--- config.mk ---
export PLATFORM = sky130hd
export DESIGN_NAME = branch_pc_unit
export DESIGN_NICKNAME = d
export VERILOG_FILES = /design/src/rtl/branch_pc_unit.sv
export SDC_FILE = /design/constraint.sdc
export NUM_CORES = 1
export LEC_CHECK = 0
export ABC_AREA = 1
export BUFFER_PORTS_ARGS = -buffer_cell sky130_fd_sc_hd__clkbuf_2
export CORE_AREA = 2 2 69 87
export DETAILED_ROUTE_END_ITERATION = 10
export DIE_AREA = 0 0 71 89
export PLACE_DENSITY = 0.74
export SYNTH_ARGS = -nofsm -noshare
export SYNTH_HDL_FRONTEND = slang
export SYNTH_SLANG_ARGS = --single-unit
export TNS_END_PERCENT = 5
--- constraint.sdc ---
create_clock -name clk -period 1.75 [get_ports clk]
set_input_delay 0.0875 -clock clk [delete_from_list [all_inputs] [get_ports clk]]
set_output_delay 0.0875 -clock clk [all_outputs]
set_load 0.02 [all_outputs]
--- src/rtl/branch_pc_unit.sv ---
// ============================================================================
// branch_pc_unit : branch resolution, target generation and fetch PC register
// Revision 1.0
// ============================================================================
`default_nettype none

module branch_pc_unit #(
  parameter int                    DATA_WIDTH    = 16,
  parameter int                    CONTROL_WIDTH = 2,
  parameter logic [DATA_WIDTH-1:0] RESET_PC      = '0
) (
  input  logic                     clk,
  input  logic                     rst,
  input  logic                     stall,
  input  logic                     br_valid,
  input  logic [2:0]               br_type,
  input  logic [DATA_WIDTH-1:0]    br_pc,
  input  logic [DATA_WIDTH-1:0]    br_offset,
  input  logic [CONTROL_WIDTH-1:0] branch,
  input  logic                     operands_ready,
  output logic [DATA_WIDTH-1:0]    pc,
  output logic                     flush,
  output logic                     br_stall,
  output logic [7:0]               taken_count
);

  typedef enum logic [1:0] {
    IDLE     = 2'd0,
    WAIT_OPS = 2'd1,
    FLUSH    = 2'd2
  } state_t;

  localparam logic [DATA_WIDTH-1:0] PC_ONE = {{(DATA_WIDTH-1){1'b0}}, 1'b1};

  state_t                  state_q, state_d;
  logic [DATA_WIDTH-1:0]   pc_q, pc_d;
  logic                    flush_q, flush_d;
  logic [7:0]              taken_count_q, taken_count_d;
  logic                    taken;
  logic [DATA_WIDTH-1:0]   target;

  // Relation code 11 (no relation) matches none of the conditional cases.
  always_comb begin
    taken = 1'b0;
    case (br_type)
      3'b000:  taken = (branch == 2'b10);
      3'b001:  taken = (branch == 2'b00) || (branch == 2'b01);
      3'b010:  taken = (branch == 2'b00);
      3'b011:  taken = (branch == 2'b01);
      3'b100:  taken = (branch == 2'b00) || (branch == 2'b10);
      3'b101:  taken = (branch == 2'b01) || (branch == 2'b10);
      3'b110:  taken = 1'b1;
      default: taken = 1'b0;
    endcase
  end

  assign target = br_pc + PC_ONE + br_offset;

  always_comb begin
    state_d       = state_q;
    pc_d          = pc_q;
    flush_d       = flush_q;
    taken_count_d = taken_count_q;
    if (!stall) begin
      if (state_q == FLUSH) begin
        // Whatever sits in decode now is wrong-path; just advance fetch.
        pc_d    = pc_q + PC_ONE;
        flush_d = 1'b0;
        state_d = IDLE;
      end else if (br_valid && operands_ready) begin
        if (taken) begin
          pc_d    = target;
          flush_d = 1'b1;
          state_d = FLUSH;
          if (taken_count_q != 8'hFF) taken_count_d = taken_count_q + 8'd1;
        end else begin
          pc_d    = pc_q + PC_ONE;
          flush_d = 1'b0;
          state_d = IDLE;
        end
      end else if (br_valid) begin
        flush_d = 1'b0;
        state_d = WAIT_OPS;
      end else begin
        pc_d    = pc_q + PC_ONE;
        flush_d = 1'b0;
        state_d = IDLE;
      end
    end
  end

  always_ff @(posedge clk) begin
    if (rst) begin
      state_q       <= IDLE;
      pc_q          <= RESET_PC;
      flush_q       <= 1'b0;
      taken_count_q <= 8'd0;
    end else begin
      state_q       <= state_d;
      pc_q          <= pc_d;
      flush_q       <= flush_d;
      taken_count_q <= taken_count_d;
    end
  end

  assign pc          = pc_q;
  assign flush       = flush_q;
  assign taken_count = taken_count_q;
  assign br_stall    = br_valid & ~operands_ready & (state_q != FLUSH) & ~rst;

endmodule

`default_nettype wire

==> summary.md <==
| Metric | Value |
|---|---|
| Outcome | `completed` |
| Via count | `3,115` |
| Slew Limit Fails | `0` |
| Slowest cell on the critical path | `dfxtp_1` |
| Die Y | `89 um` |
| Tightest Hold Check Type | `input pin to flop` |
| Post-route cell area | `3230 um^2` |
| Layout area overhead | `21.8%` |
| Post-route worst setup slack | `0.188 ns` |
| Avg Inst Size Synth | `5.73 um^2` |
| Core footprint | `5440 um^2` |
| Power Internal | `1170 uW` |
| Fin util | `59.4%` |
| CP bufs+invs | `1` |
| Sum Neg Setup Slack | `0 ns` |
| GPL Wtd Cong | `0.874` |
| Arrival @ worst endpoint | `1.75 ns` |
| Cell row count | `30` |
| Most used cell, CP | `nor2_1` |
| CP cell instances | `ha_1, nand4_1, nor2_1, nand2_1, nand4_1, inv_1, nor2_1, nor2_1` |
| Die area | `6320 um^2` |
| Layout cells sized above 1 | `18.2%` |
| Critical Path Source | `taken_count[1]` |
| Count of final setup violators | `0` |
| Worst path required time | `1.94 ns` |
| Vias in the first global route | `2,959` |
| Residual DRC | `0` |
| Synthesized Nets | `523` |
| P_leak | `0.00175 uW` |
| Final WL | `7.31 mm` |
| Postcts setup bufs | `0` |
| Total Nets Final | `606` |
| CTS tree | `yes` |
| Setup crit start kind | `flop` |
| Register bit total from synthesis | `26` |
| Mapped cell area | `2650 um^2` |
| Slew @ Worst Pin | `0.386 ns` |
| FMAX | `640 MHz` |
| CP Max Fanout | `6` |
| FILL cells | `568` |
| Port-buffer cells | `67` |
| VDD IR-drop max | `0.311 mV` |
| Root buf cell | `clkbuf_8` |
| Worst Skew | `0.00391 ns` |
| Clk_lat worst skew | `0.28 ns` |
| Post-placement cell count | `605` |
| Worst rel slew slack | `74.0%` |
| Comb pwr share | `35.1%` |
| Clk pin slew, worst setup/hold paths | `0.10 ns` |
| Post-route ant nets | `0` |
| Ant diodes | `0` |
| Iteration-0 DRC Markers | `99` |
| CTS buffer count | `3` |
| DRT Pass-1 Iters | `4` |
| Min cycle time layout | `1.56 ns` |
| Share of the synthesized area in the top cell type | `23.8%` |
| FF-to-FF Start | `taken_count[1]` |
| R2R setup slack | `0.19 ns` |
| Post-route clock period utilization | `89.2%` |
| CP top delay family | `simple AND/OR/NAND/NOR gates` |
| Power per cell area | `556 nW/um^2` |
| Placed instance area | `3150 um^2` |
| Initial antenna violation count | `0` |
| CTS Hold Bufs | `0` |
| Post_cts resized | `0` |
| P_sw | `625 uW` |
| Layout Cells excl Fill | `609` |
| Routed len/inst | `12.0 um` |
| Clock tree buffer depth | `2` |
| Footprint of the multi-input gates | `1850 um^2` |
| Dominant cell type by area after synthesis | `nand2_1` |
| First-pass GRT wire length | `12.5 mm` |
| Largest net degree at the start of global routing | `17` |
| Max Cap Viol | `0` |
| Synth unique cells | `29` |
| RSZ-0062 raised after global routing | `yes` |
| Dominant cells by area after synthesis | `nand2_1 (24%), dfxtp_1 (20%), inv_1 (9.5%)` |
| Final HPWL from detailed placement | `5.97 mm` |
| Initial core utilization | `48.7%` |
| Clk sink count | `26` |
| Register area share after synthesis | `19.6%` |
| Origin of the worst min-delay path | `stall` |
| CP peak stage delay | `0.41 ns` |
| H-tree depth | `1` |
| Flip-flop and latch area | `522 um^2` |
| Clock power frac | `28.7%` |
| Die span in x | `71 um` |
| I/O pin count | `68` |
| Synthesis warning total | `0` |
| Worst Setup Slack post-DPL | `0.0883 ns` |
| Vias/cell | `5.11` |
| Sw Ratio | `34.8%` |
| Synth Instances | `463` |
| Setup CP Type | `flop to flop` |
| Total congestion overflow | `0` |
| Total count of hold-check failures in the final report | `0` |
| Seq pwr share | `36.2%` |
| Crit. End Element | `flop` |
| Overall Global Routing Usage | `24.5%` |
[cells in the mapped netlist (all sizes together)]
cell and number:
o21bai 2, nand2 168, xor2 9, clkinv 2
ha 17, a21oi 25, clkbuf 1, o21ai 11
xnor2 9, nor3 12, nand3 46, dfxtp 26
o211ai 1, inv 67, fa 1, a21boi 1
nor2 47, nand4 8, o21a 1, or2 1
a31oi 1, buf 3, nand3b 4
[logic make-up after synthesis]
kind of cell	count (synthesis)	synth area share (%)
xor+xnor	18	5.95
compound gates	42	8.92
fa+ha+maj	18	8.78
flops	26	19.6
simple gates	286	45.8
buf+inv	73	10.9
[worst paths after layout]
check	end	cells past startpoint
worst max-delay path	taken_count[1]	8
worst min-delay path	flush	3
worst max register to register	taken_count[1]	8
worst min register to register	flush	2
[flip-flops by register name (all words and copies together), names as in the netlist]
| signal | flops |
|---|---|
| pc | 16 |
| taken_count | 8 |
| flush | 1 |
| state_q | 1 |
[power by group through the flow]
stage               Combinational (uW)  Clock, uW  Sequential, uW
floorplan                          402          0             689
global placement                   618          0             663
detailed placement                 630          0             663
CTS                                634        524             649
global route                       724        553             655
finish                             630        516             650
[stage by stage]
step / total power (uW) / hold slack [ns]
floorplan: 1090 / 0.228
global placement: 1280 / 0.383
detailed placement: 1290 / 0.383
CTS: 1810 / 0.0818
global route: 1930 / 0.107
finish: 1800 / 0.0816
[cells in the final DEF, fill, tap and decap left out, types with 2 or more instances in the layout]
cell type  instances
nand3_1           45
nand3b_1           4
xnor2_1            9
a21oi_1           24
o21ai_0           10
dfxtp_1           25
ha_1              17
o21bai_1           2
nor2_2             3
clkbuf_2          67
nor2_4             3
clkbuf_8           3
nor2_1            41
nand4_1            8
nor3_1            11
nand2_1          168
clkinv_1           2
inv_1             67
buf_4             15
xor2_1             9
[layer usage]
layer,vias to the layer above,global-route usage [%],share of wire (%)
met5,-,0,0
met4,0,9.95,2.5
met3,13,2.93,4.6
met2,80,47.7,52
met1,1392,26.7,40
li1,1630,-,-
[area by class of cell]
| cell class | count | area share [%] |
|---|---|---|
| inverter | 69 | 8.02 |
| clock buffer | 3 | 1.28 |
| tap | 64 | 2.48 |
| clock inverter | 1 | 0.930 |
| sequential | 26 | 16.2 |
| multi-input combinational | 364 | 57.3 |
| timing repair buffer | 82 | 13.9 |
[worst register-to-register path, delay by kind of cell (launching register included)]
family | cells | cell delay, ns
DFF | 1 | 0.41
and+or+nand+nor | 6 | 0.72
adders and majority gates | 1 | 0.23
buffers and inverters | 1 | 0.11
No activity file was read; power rests on OpenSTA's default activity.
